File: config.mk
export PLATFORM = sky130hd
export DESIGN_NAME = rbcp_reg_responder
export DESIGN_NICKNAME = d
export VERILOG_FILES = /design/src/rtl/rbcp_pkg.sv /design/src/rtl/rbcp_addr_decode.sv /design/src/rtl/rbcp_reg_responder.sv
export SDC_FILE = /design/constraint.sdc
export NUM_CORES = 1
export LEC_CHECK = 0
export ABC_AREA = 1
export CAP_MARGIN = 20
export CORE_MARGIN = 1
export CORE_UTILIZATION = 47
export DETAILED_ROUTE_END_ITERATION = 8
export GPL_TIMING_DRIVEN = 0
export PLACE_DENSITY = 0.81
export SKIP_CTS_REPAIR_TIMING = 1
export SYNTH_ARGS = -nofsm -noshare
export SYNTH_HDL_FRONTEND = slang
export SYNTH_SLANG_ARGS = --single-unit
File: constraint.sdc
create_clock -name CLK -period 2.7 [get_ports CLK]
set_input_delay 0.27 -clock CLK [delete_from_list [all_inputs] [get_ports CLK]]
set_output_delay 0.27 -clock CLK [all_outputs]
set_load 0.05 [all_outputs]
File: src/rtl/rbcp_pkg.sv
// Shared types and helpers for the RBCP local-bus register responder.
package rbcp_pkg;

  localparam int unsigned RBCP_AW = 32;
  localparam int unsigned RBCP_DW = 8;
  // Index width covers up to 128 control plus 128 status bytes.
  localparam int unsigned RBCP_IW = 8;

  typedef enum logic [1:0] {RBCP_IDLE, RBCP_WAIT, RBCP_ACK} rbcp_state_t;

  // Window offset; addresses below the base wrap to large values and miss.
  function automatic logic [RBCP_AW-1:0] rbcp_offset(input logic [RBCP_AW-1:0] addr,
                                                      input logic [RBCP_AW-1:0] base);
    return addr - base;
  endfunction

endpackage

File: src/rtl/rbcp_addr_decode.sv
// Combinational classification of an RBCP address into control byte, status byte or miss.
module rbcp_addr_decode
  import rbcp_pkg::*;
#(
  parameter logic [RBCP_AW-1:0] BASE_ADDR = 32'h0000_0000,
  parameter int unsigned        NUM_CTRL  = 16,
  parameter int unsigned        NUM_STAT  = 8
) (
  input  logic [RBCP_AW-1:0] addr,
  output logic               hit_c,
  output logic               ctrl_c,
  output logic               stat_c,
  output logic [RBCP_IW-1:0] ctrl_idx_c,
  output logic [RBCP_IW-1:0] stat_idx_c
);

  logic [RBCP_AW-1:0] off;
  logic [RBCP_AW-1:0] stat_off;

  always_comb begin
    off        = rbcp_offset(addr, BASE_ADDR);
    stat_off   = off - RBCP_AW'(NUM_CTRL);
    ctrl_c     = (off < RBCP_AW'(NUM_CTRL));
    stat_c     = !ctrl_c && (off < RBCP_AW'(NUM_CTRL + NUM_STAT));
    hit_c      = ctrl_c || stat_c;
    ctrl_idx_c = RBCP_IW'(off);
    stat_idx_c = RBCP_IW'(stat_off);
  end

endmodule

File: src/rtl/rbcp_reg_responder.sv
// RBCP local-bus responder: byte-wide control/status register file with fixed-latency LOC_ACK.
// Optional RBCP_PULSE_REG_EN makes the highest control byte write-one-to-pulse.
module rbcp_reg_responder
  import rbcp_pkg::*;
#(
  parameter logic [RBCP_AW-1:0]    BASE_ADDR = 32'h0000_0000,
  parameter int unsigned           NUM_CTRL  = 16,
  parameter int unsigned           NUM_STAT  = 8,
  parameter int unsigned           ACK_LAT   = 1,
  parameter logic [8*NUM_CTRL-1:0] CTRL_INIT = '0
) (
  input  logic                    CLK,
  input  logic                    RSTn,
  input  logic                    LOC_ACT,
  input  logic [RBCP_AW-1:0]      LOC_ADDR,
  input  logic [RBCP_DW-1:0]      LOC_WD,
  input  logic                    LOC_WE,
  input  logic                    LOC_RE,
  output logic                    LOC_ACK,
  output logic [RBCP_DW-1:0]      LOC_RD,
  output logic [8*NUM_CTRL-1:0]   CTRL_REG,
  output logic [NUM_CTRL-1:0]     CTRL_WR_STB,
  input  logic [8*NUM_STAT-1:0]   STAT_IN
);

  localparam int unsigned CW    = 8 * NUM_CTRL;
  localparam int unsigned CNT_W = 4;
`ifdef RBCP_PULSE_REG_EN
  localparam bit PULSE_EN = 1'b1;
`else
  localparam bit PULSE_EN = 1'b0;
`endif
  localparam logic [CW-1:0]      PULSE_MASK = PULSE_EN ? (CW'(8'hFF) << (8 * (NUM_CTRL - 1))) : '0;
  localparam logic [CW-1:0]      CTRL_RST   = CTRL_INIT & ~PULSE_MASK;
  localparam logic [RBCP_IW-1:0] PULSE_IDX  = RBCP_IW'(NUM_CTRL - 1);

  rbcp_state_t        state;
  logic [CNT_W-1:0]   cnt;
  logic               we_q;
  logic               ctrl_q;
  logic [RBCP_IW-1:0] idx_q;
  logic [RBCP_DW-1:0] stat_q;

  logic               hit_c;
  logic               ctrl_c;
  logic               stat_c;
  logic [RBCP_IW-1:0] ctrl_idx_c;
  logic [RBCP_IW-1:0] stat_idx_c;
  logic               accept_c;
  logic [RBCP_DW-1:0] stat_live_c;
  logic               sel_we_c;
  logic               sel_ctrl_c;
  logic [RBCP_IW-1:0] sel_idx_c;
  logic [RBCP_DW-1:0] sel_stat_c;
  logic [RBCP_DW-1:0] ctrl_byte_c;
  logic [RBCP_DW-1:0] rd_c;

  rbcp_addr_decode #(
    .BASE_ADDR (BASE_ADDR),
    .NUM_CTRL  (NUM_CTRL),
    .NUM_STAT  (NUM_STAT)
  ) u_decode (
    .addr       (LOC_ADDR),
    .hit_c      (hit_c),
    .ctrl_c     (ctrl_c),
    .stat_c     (stat_c),
    .ctrl_idx_c (ctrl_idx_c),
    .stat_idx_c (stat_idx_c)
  );

  // Strobe qualification; a miss is simply never accepted.
  assign accept_c = (state == RBCP_IDLE) && LOC_ACT && (LOC_WE || LOC_RE) && hit_c;

  // Status byte as seen on the strobe cycle.
  always_comb begin
    stat_live_c = '0;
    for (int i = 0; i < NUM_STAT; i++) begin
      if (stat_c && (stat_idx_c == RBCP_IW'(i))) stat_live_c = STAT_IN[8*i +: 8];
    end
  end

  // Read source: live decode when leaving IDLE directly, latched access otherwise.
  always_comb begin
    sel_we_c    = (state == RBCP_IDLE) ? LOC_WE : we_q;
    sel_ctrl_c  = (state == RBCP_IDLE) ? ctrl_c : ctrl_q;
    sel_idx_c   = (state == RBCP_IDLE) ? ctrl_idx_c : idx_q;
    sel_stat_c  = (state == RBCP_IDLE) ? stat_live_c : stat_q;
    ctrl_byte_c = '0;
    for (int i = 0; i < NUM_CTRL; i++) begin
      if (sel_idx_c == RBCP_IW'(i)) ctrl_byte_c = CTRL_REG[8*i +: 8];
    end
    if (PULSE_EN && (sel_idx_c == PULSE_IDX)) ctrl_byte_c = '0;
    if (sel_we_c)        rd_c = '0;
    else if (sel_ctrl_c) rd_c = ctrl_byte_c;
    else                 rd_c = sel_stat_c;
  end

  always_ff @(posedge CLK) begin
    if (!RSTn) begin
      state       <= RBCP_IDLE;
      cnt         <= '0;
      we_q        <= 1'b0;
      ctrl_q      <= 1'b0;
      idx_q       <= '0;
      stat_q      <= '0;
      LOC_ACK     <= 1'b0;
      LOC_RD      <= '0;
      CTRL_REG    <= CTRL_RST;
      CTRL_WR_STB <= '0;
    end else begin
      LOC_ACK     <= 1'b0;
      LOC_RD      <= '0;
      CTRL_WR_STB <= '0;
      // Pulse byte self-clears unless rewritten below.
      CTRL_REG    <= CTRL_REG & ~PULSE_MASK;
      case (state)
        RBCP_IDLE: begin
          if (accept_c) begin
            we_q   <= LOC_WE;
            ctrl_q <= ctrl_c;
            idx_q  <= ctrl_c ? ctrl_idx_c : stat_idx_c;
            stat_q <= stat_live_c;
            if (LOC_WE && ctrl_c) begin
              for (int i = 0; i < NUM_CTRL; i++) begin
                if (ctrl_idx_c == RBCP_IW'(i)) begin
                  CTRL_REG[8*i +: 8] <= LOC_WD;
                  CTRL_WR_STB[i]     <= 1'b1;
                end
              end
            end
            if (ACK_LAT == 1) begin
              state   <= RBCP_ACK;
              LOC_ACK <= 1'b1;
              LOC_RD  <= rd_c;
            end else begin
              state <= RBCP_WAIT;
              cnt   <= CNT_W'(ACK_LAT - 1);
            end
          end
        end
        RBCP_WAIT: begin
          if (!LOC_ACT) begin
            state <= RBCP_IDLE;
          end else if (cnt == CNT_W'(1)) begin
            state   <= RBCP_ACK;
            LOC_ACK <= 1'b1;
            LOC_RD  <= rd_c;
          end else begin
            cnt <= cnt - CNT_W'(1);
          end
        end
        RBCP_ACK: state <= RBCP_IDLE;
        default:  state <= RBCP_IDLE;
      endcase
    end
  end

endmodule

-- Yosys cells after proc, flatten, opt, wreduce, memory -nomap -nowiden
Index checks and enable logic that the tools add are counted.
- add/subtract/negate cells: 2
- $lt $le $gt $ge: 2
- reductions and logical operators: 40
- muxes and demuxes: 59
- bitwise operators: 1
- equal/unequal tests: 41
- operators by type and width (operator ; count):
    $mux 8 ; 32
    $eq 8x4->1 const B ; 16
    $eq 8x3->1 const B ; 12
    $reduce_and 4->1 ; 17
    $lt 32x5->1 const B ; 2
    $eq 8x2->1 const B ; 6
    $eq 8x1->1 const B ; 3
    $logic_not 8->1 ; 3
    $mux 1 ; 21
    $pmux 8 s2 ; 1
    $logic_and 1x1->1 ; 13
    $sub 8x5->8 const B ; 1
    $mux 2 ; 3
    $eq 4x1->1 const B ; 1
    $pmux 2 s2 ; 1
    $reduce_and 2->1 ; 2
    $sub 4x1->4 const B ; 1
    $ne 3x3->1 const B ; 1
    $reduce_and 3->1 ; 1
    $eq 2x1->1 const B ; 1
    $logic_not 2->1 ; 1
    $logic_or 1x1->1 ; 2
    $ne 2x2->1 const B ; 1
    $pmux 1 s2 ; 1
    2 further kinds ; 2
- flip-flop bits (word level): 177
- logic and storage cells: 170
- output and inout port bits: 153
- bits of input ports: 109

-- Longest topological paths before layout
Gate-level depths: netlist (run 1).
- depth after elaboration: 24
- mapped depth: 20
- depth with buffers taken out: 18

-- Hierarchy
From an unflattened synthesis (run 1), not the netlist that was laid out.
- cell total of the unflattened synthesis: 1104
- area total of the unflattened synthesis: 8152.8 um^2
- by module, submodules not included (module ; cells each ; sequential area each (um^2) ; times used ; area an instance (um^2)):
    rbcp_reg_responder ; 1051 ; 3423.3 ; 1 ; 7855.0
    rbcp_addr_decode ; 53 ; 0.0 ; 1 ; 297.8

-- Least setup slack after synthesis (run 1)
OpenSTA, ideal clock, no wires.
- path type: input-to-reg
- start: input port LOC_ADDR[5]
- end: register stat_q[0]
- arrival: 1913 ps
- path buffers: 0
- slack: 671 ps
- stages: 13
- library setup time: 116 ps
- cell sequence: inv_1 ha_1 xor2_1 nor3b_2 nand2_2 nor2_2 inv_2 o21ai_0 inv_1 nand2_1 nand3_1 o211ai_1 inv_1
- word-level cells in the longest chain between the ends: 12
- elaborated cells on any way between the ends: 32
- classes of those cells: 1 x add/sub; 2 x order compare; 7 x eq/ne; 8 x mux; 14 x reduce/logical
- RTL lines (what ; RTL line ; source):
    start, declared ; rbcp_reg_responder.sv:15 ; input logic [RBCP_AW-1:0] LOC_ADDR,
    $lt 32x5->1 ; rbcp_addr_decode.sv:23 ; ctrl_c = (off < RBCP_AW'(NUM_CTRL));
    $logic_not 1->1 ; rbcp_addr_decode.sv:24 ; stat_c = !ctrl_c && (off < RBCP_AW'(NUM_CTRL + NUM_STAT));
    $logic_and 1x1->1 ; rbcp_addr_decode.sv:24 ;
    $logic_and 1x1->1 ; rbcp_reg_responder.sv:78 ; if (stat_c && (stat_idx_c == RBCP_IW'(i))) stat_live_c = STAT_IN[8*i +: 8];
    $mux 8 (8 in a row) ; rbcp_reg_responder.sv:78 ;
    end signal, assigned ; rbcp_reg_responder.sv:122 ; stat_q <= stat_live_c;
    end, declared ; rbcp_reg_responder.sv:42 ; logic [RBCP_DW-1:0] stat_q;
Several ways; a longest one is shown, not always the timed one.
A chain may end at the register's enable or synchronous reset.

-- Final worst setup path (run 1)
- start: register state[1]
- end: register LOC_RD[1]
- word-level cells in the longest chain between the ends: 24
- elaborated cells on any way between the ends: 47
- classes of those cells: 16 x eq/ne; 26 x mux; 5 x reduce/logical
- RTL lines (what ; RTL line ; source):
    start, declared ; rbcp_reg_responder.sv:37 ; rbcp_state_t state;
    start signal, assigned ; rbcp_reg_responder.sv:100 ; state <= RBCP_IDLE;
    start signal, assigned ; rbcp_reg_responder.sv:132 ; state <= RBCP_ACK;
    start signal, assigned ; rbcp_reg_responder.sv:136 ; state <= RBCP_WAIT;
    $logic_not 2->1 ; - ;
    $mux 8 ; rbcp_reg_responder.sv:86 ; sel_idx_c = (state == RBCP_IDLE) ? ctrl_idx_c : idx_q;
    $logic_not 8->1 ; rbcp_reg_responder.sv:90 ; if (sel_idx_c == RBCP_IW'(i)) ctrl_byte_c = CTRL_REG[8*i +: 8];
    $mux 8 (16 in a row) ; rbcp_reg_responder.sv:90 ;
    $mux 8 ; rbcp_reg_responder.sv:94 ; else if (sel_ctrl_c) rd_c = ctrl_byte_c;
    $mux 8 ; rbcp_reg_responder.sv:93 ; if (sel_we_c) rd_c = '0;
    $mux 8 ; rbcp_reg_responder.sv:144 ; end else if (cnt == CNT_W'(1)) begin
    $mux 8 ; rbcp_reg_responder.sv:142 ; if (!LOC_ACT) begin
    $pmux 8 s2 * ; rbcp_reg_responder.sv:116 ; case (state)
    end signal, assigned ; rbcp_reg_responder.sv:134 ; LOC_RD <= rd_c;
    end signal, assigned ; rbcp_reg_responder.sv:147 ; LOC_RD <= rd_c;
    end, declared ; rbcp_reg_responder.sv:20 ; output logic [RBCP_DW-1:0] LOC_RD,
Every way passes the cells marked *; elsewhere a longest branch is shown, timed or not.

==> key figures, run 1 <==
CTS
  • Worst skew pair latency: 0.44 ns
  • CTS Buf Count: 17
  • Clk sinks: 171
  • H-tree Lvls: 4
  • CTS tree: built
  • CTS clock-pin slew for the worst setup and hold paths: roughly 0.07 ns
  • CTS Root Cell: clkbuf_16
  • Clk buf depth: 2

Global route
  • Initial antenna violation count: 0
  • Largest net degree at the start of global routing: 17
  • Vias in the first global route: between 8,000 and 9,000
  • Remaining Overflow, GRT: 0
  • Tot GR Track Use: 33.6%
  • First-pass GRT wire length: 46,500 um

STA
  • Worst-Margin Slew: ~0.8 ns
  • Slew Viols, Final: 0
  • Minimum clock period after layout: ~2.7 ns
  • Final setup fails: 0
  • Sum Neg Setup Slack: 0 ns
  • RSZ-0062 raised after global routing: no
  • Final period util: a little over nine tenths
  • Worst rel slew slack: 47.6%
  • Final worst slack: 0.0419 ns
  • Final clock skew: between 0.008 and 0.009 ns
  • FMAX: about 0.38 GHz
  • Hold Vio Cnt, Final: 0

Floorplanning
  • Io pins: 262
  • Core box area: 0.0172 sq mm
  • Die footprint: 0.0181 sq mm
  • Chip Width: 135 um
  • Initial core utilization: a little under half
  • Rows: 48
  • Die Y: 135 um

Setup path
  • Crit path kind: register to register
  • CP Data Arrival Time: approximately 3.0 ns
  • Worst setup EP type: register
  • CP startpoint kind: register
  • CP Cell Sequence: buf_6 > inv_4 > buf_6 > nand3_1 > nand2_2 > buf_2 > nand3_1 > nand3_1 > nor2_1 > nand4_1 > nor2_1 > nand3_1 > nor3_2 > nand4_1 > nand2_1 > a21oi_1
  • Largest delay contributor family on the critical path: simple AND/OR/NAND/NOR gates
  • CP dominant cell by count: nand3_1
  • Max stage delay on crit path: approximately 0.33 ns
  • Crit path required time: 3.02 ns
  • Critical Path Slowest Stage Cell: dfxtp_1
  • Buffers and inverters on the worst path: 4
  • Worst reg2reg setup slack: between 0.04 and 0.05 ns
  • CP max FO: 10

Power
  • Seq pwr share: around 47%
  • Leakage: roughly 0.0047 uW
  • Power Density: 458 mW/mm^2
  • Max VDD drop: between 0.4 and 0.5 mV
  • Internal power: between 4000 and 5000 uW
  • Sw Ratio: roughly a quarter
  • Clock share of power: a little under half
  • Logic gate share of total power: around 6.6%
  • Psw: between 1000 and 1500 uW

Yosys
  • #FFs+latches synth: approximately 170
  • Netlist Area Pre-Place: around 0.0083 sq mm
  • Syn Inst Count: 1,161
  • Sequential share of the synthesized area: roughly 41%
  • Mean Syn Cell Area: about 7.1 sq um
  • Mapped Nets: roughly 1,300
  • Ys Warns: 0
  • Unique masters post-synth: 36

Final layout
  • Nets: around 1,600
  • Commonest non-fill, non-tap cell in the layout: clkdlybuf4s50_1
  • Final Util: around 68%
  • Layout cells sized above 1: 7.71%
  • Number of diodes: 0
  • Most frequent cells in the layout: clkdlybuf4s50_1, nand2_1, dfxtp_1
  • Area delta synth->final: 42.4%

Route
  • First-pass DRT Iterations: 5
  • WL/cell: about 18 um
  • Routed Antenna Nets: 0
  • Vias post-DR: 9,347
  • Total Routed Length: 30,900 um
  • Via density: about 5.6
  • DRC: 0
  • Initial DRC Count: slightly below 900

Placement
  • Placer congestion estimate: approximately 1
  • Pre-CTS setup slack: -0.347 ns
  • Port-buffer cells: 260
  • Post-DP HPWL: 23,400 um

Outcome
  • Status: finished, final reports clean

Worst hold path
  • HP Class: input port to register

Flow run
  • Max_cap viols: 0
registers in the layout (all words and copies together) (netlist names):
name	cells
CTRL_REG	128
idx_q	8
CTRL_WR_STB	16
LOC_ACK	1
ctrl_q	1
LOC_RD	8
stat_q	8
state	1
metal layers:
| metal | up-vias | track usage [%] | share of wire, % |
|---|---|---|---|
| li1 | 4387 | - | - |
| met1 | 4249 | 41.5 | 39 |
| met2 | 621 | 56.2 | 46 |
| met3 | 90 | 7.21 | 11 |
| met4 | 0 | 14.9 | 3.8 |
| met5 | - | 0 | 0 |
final timing paths:
path                                       startpoint                        end  depth (start not counted)
worst max-delay path            state[1]$_SDFFE_PN0P_       LOC_RD[1]$_SDFF_PP0_                         16
worst min register to register  idx_q[6]$_SDFFE_PN0P_      idx_q[6]$_SDFFE_PN0P_                          2
worst max register to register  state[1]$_SDFFE_PN0P_       LOC_RD[1]$_SDFF_PP0_                         16
worst min-delay path                      LOC_ADDR[0]  CTRL_WR_STB[3]$_SDFF_PN0_                          3
synth_stat cells, drive strengths merged:
| master | count | area share [%] |
|---|---|---|
| ha | 3 | 0.45 |
| a211oi | 6 | 0.55 |
| or2 | 1 | 0.076 |
| nand4 | 30 | 2.3 |
| inv | 129 | 5.9 |
| buf | 24 | 2.6 |
| clkinv | 1 | 0.045 |
| nor2 | 169 | 11 |
| nand2 | 202 | 9.4 |
| o22ai | 1 | 0.076 |
| clkbuf | 26 | 1.2 |
| nand3 | 61 | 3.9 |
| a21oi | 171 | 10 |
| dfxtp | 171 | 41 |
| o21ai | 138 | 8.4 |
| nor3b | 1 | 0.15 |
| and3 | 7 | 0.53 |
| o211ai | 8 | 0.73 |
| xor2 | 2 | 0.21 |
| nor3 | 10 | 0.74 |
through the flow:
step           power [uW]  instance area (sq um)  hold WS, ns  instances
5_1_grt              5500                  11800        0.294       1678
2_1_floorplan        2700                   8260        0.405       1161
6_report             5390                  11800        0.273       1678
4_1_cts              5370                  11700        0.271       1678
3_5_place_dp         2930                  11100        0.442       1646
3_3_place_gp         2920                  11100        0.443       1646
logic make-up after synthesis:
kind of cell               Yosys count  share of synthesized area, %
and+or+nand+nor                    481                          28.0
buffers and inverters              180                          9.77
xor gates and xnor gates             2                         0.212
adders and majority gates            3                         0.454
AOI/OAI and AO/OA                  324                          20.1
DFF                                171                          41.4
power groups by stage:
stage | sequential (uW) | clock [uW] | combinational, uW
global route | 2520 | 2600 | 376
finish | 2520 | 2520 | 356
floorplan | 2580 | 0 | 119
detailed placement | 2580 | 0 | 347
CTS | 2520 | 2500 | 350
global placement | 2580 | 0 | 344
area by class of cell:
type                            count  area [sq um]
Tap cell                          225           282
Multi-Input combinational cell    810          4060
Fill cell                        1477          5470
Buffer                             50           317
Clock buffer                       18           429
Timing Repair Buffer              260          2610
Clock inverter                     14           160
Inverter                          130           490
Sequential cell                   171          3420
worst reg2reg max path, delay by kind of cell, from the launching register on:
kind                   cells  cell delay, ns
AO/OA/AOI/OAI              1            0.07
flip-flops                 1            0.33
buffers and inverters      4            0.55
AND/OR/NAND/NOR           11            1.60
Power figures use the tool's default switching activity.
==> inputs of run 2 (changes only) <==
Settings changed: CORE_MARGIN 1 to 10.
==> key figures, run 2 (synthesis results as in run 1) <==
Outcome
  • Status: finished, final reports clean

Global route
  • First-pass GRT wire length: 50,600 um (+8.8%)
  • Tot GR Track Use: 27.1% (-6.5 points)
  • Initial antenna violation count: 0 (unchanged)
  • Vias in the first global route: 8,799 (-0.068%)
  • Remaining Overflow, GRT: 0 (unchanged)
  • Largest net degree at the start of global routing: 20 (+3)

Route
  • Initial DRC Count: 802 (-7.7%)
  • Vias post-DR: 9,247 (-1.1%)
  • Total Routed Length: 33,300 um (+7.7%)
  • First-pass DRT Iterations: 5 (unchanged)
  • Routed Antenna Nets: 0 (unchanged)
  • DRC: 0 (unchanged)
  • Via density: 5.51 (-1.1%)
  • WL/cell: 19.8 um (+7.7%)

Floorplanning
  • Die footprint: 0.0233 sq mm (+29%)
  • Die Y: 153 um (+13%)
  • Rows: 48 (unchanged)
  • Initial core utilization: 47.9% (unchanged)
  • Core box area: 0.0172 sq mm (unchanged)
  • Chip Width: 153 um (+13%)
  • Io pins: 262 (unchanged)

Final layout
  • Top flop regs: CTRL_REG x128, CTRL_WR_STB x16
  • Most frequent cells in the layout: clkdlybuf4s50_1, nand2_1, dfxtp_1
  • Commonest non-fill, non-tap cell in the layout: clkdlybuf4s50_1
  • Number of diodes: 0 (unchanged)
  • Layout cells sized above 1: 7.78% (+0.069 points)
  • Final Util: 68.4% (+0.12 points)
  • Top reg by flops: CTRL_REG
  • Nets: 1,552 (unchanged)
  • Area delta synth->final: 42.7%
  • Max reg flops: 128 (unchanged)

Power
  • Max VDD drop: 0.467 mV (-5.6%)
  • Leakage: 0.00467 uW (about the same)
  • Power Density: 452 mW/mm^2 (-1.4%)

CTS
  • Worst skew pair latency: 0.45 ns (about the same)
  • H-tree Lvls: 4 (unchanged)
  • CTS Buf Count: 17 (unchanged)
  • CTS tree: built
  • CTS clock-pin slew for the worst setup and hold paths: 0.08 ns (about the same)
  • Clk sinks: 171 (unchanged)
  • CTS Root Cell: clkbuf_16
  • Clk buf depth: 2 (unchanged)

Placement
  • Post-DP HPWL: 26,100 um (+12%)
  • Pre-CTS setup slack: -0.349 ns (-0.00228 ns)
  • Placer congestion estimate: 0.971 (-3.1%)
  • Port-buffer cells: 260 (unchanged)

Worst hold path
  • Hold_sp: LOC_ADDR[0]
  • HP Class: input port to register

STA
  • Final clock skew: 0.0137 ns (+0.00501 ns)
  • Worst-Margin Slew: 0.832 ns (+0.0461 ns)
  • Fin Hold WS: 0.270 ns (-0.00243 ns)
  • Hold Vio Cnt, Final: 0 (unchanged)
  • FMAX: 0.375 GHz (-0.32%)
  • Final worst slack: 0.0333 ns (-0.00852 ns)
  • RSZ-0062 raised after global routing: no
  • Minimum clock period after layout: 2.67 ns (+0.00852 ns)
  • Worst rel slew slack: 44.6% (-3.1 points)
  • Slew Viols, Final: 0 (unchanged)
  • Final setup fails: 0 (unchanged)
  • Final period util: 98.8% (+0.32 points)

Setup path
  • Worst setup EP type: register
  • Crit path kind: register to register
  • CP Data Arrival Time: 2.99 ns (about the same)
  • R2R Path Start: state[1]$_SDFFE_PN0P_
  • Crit path required time: 3.03 ns (about the same)
  • CP startpoint: state[1]$_SDFFE_PN0P_
  • CP startpoint kind: register
  • CP max FO: 10 (unchanged)

Flow run
  • Max_cap viols: 0 (unchanged)
==> run 2: critical path, cell delays in order (launching register included) <==
cell and delay [ns]:
dfxtp_1 0.34, buf_6 0.14, inv_4 0.04, buf_6 0.13
nand3_1 0.14, nand2_4 0.12, clkbuf_4 0.20, nand3_1 0.11
nand3_1 0.11, nor2_2 0.18, nand4_1 0.17, nor2_1 0.19
nand3_1 0.14, nor3_2 0.19, nand4_1 0.17, nand2_1 0.10
a21oi_1 0.06
==> run 2: routing by layer <==
metal / part of all wire [%] / GRT usage, % / vias to the layer above
met5: 0 / 0 / -
met4: 3.1 / 10.2 / 0
met3: 10 / 7.68 / 66
met2: 45 / 42.9 / 521
met1: 41 / 34.2 / 4267
li1: - / - / 4393
==> run 2: layout make-up <==
| class | instances | area, sq um |
|---|---|---|
| clock inverter | 15 | 173 |
| fill | 1501 | 5450 |
| clock buffer | 17 | 425 |
| inverter | 130 | 490 |
| multi-input combinational | 810 | 4070 |
| sequential | 171 | 3420 |
| timing repair buffer | 260 | 2600 |
| tap | 225 | 282 |
| buffer | 50 | 319 |
==> run 2: through the flow <==
step	instances	power [uW]	instance area [sq um]	TNS [ns]
after floorplan	1161	2700	8260	0
after global placement	1646	2920	11100	-6.29
final	1678	5320	11800	0
after CTS	1678	5310	11700	-0.0855
after global routing	1678	5440	11800	0
after detailed placement	1646	2920	11100	-10.55
==> run 2: path summary, 6_finish.rpt <==
path | to | slack [ns] | cells after the start
worst min-delay path | CTRL_WR_STB[3]$_SDFF_PN0_ | 0.27 | 3
worst max register to register | LOC_RD[2]$_SDFF_PP0_ | 0.03 | 16
worst max-delay path | LOC_RD[2]$_SDFF_PP0_ | 0.03 | 16
worst min register to register | idx_q[6]$_SDFFE_PN0P_ | 0.46 | 2
==> run 2: power breakdown <==
part	leakage (uW)	internal [uW]	switching, uW
Combinational	0.00301	171	186
Sequential	0.00138	2520	0.00000122
Clock	0.000289	1250	1200
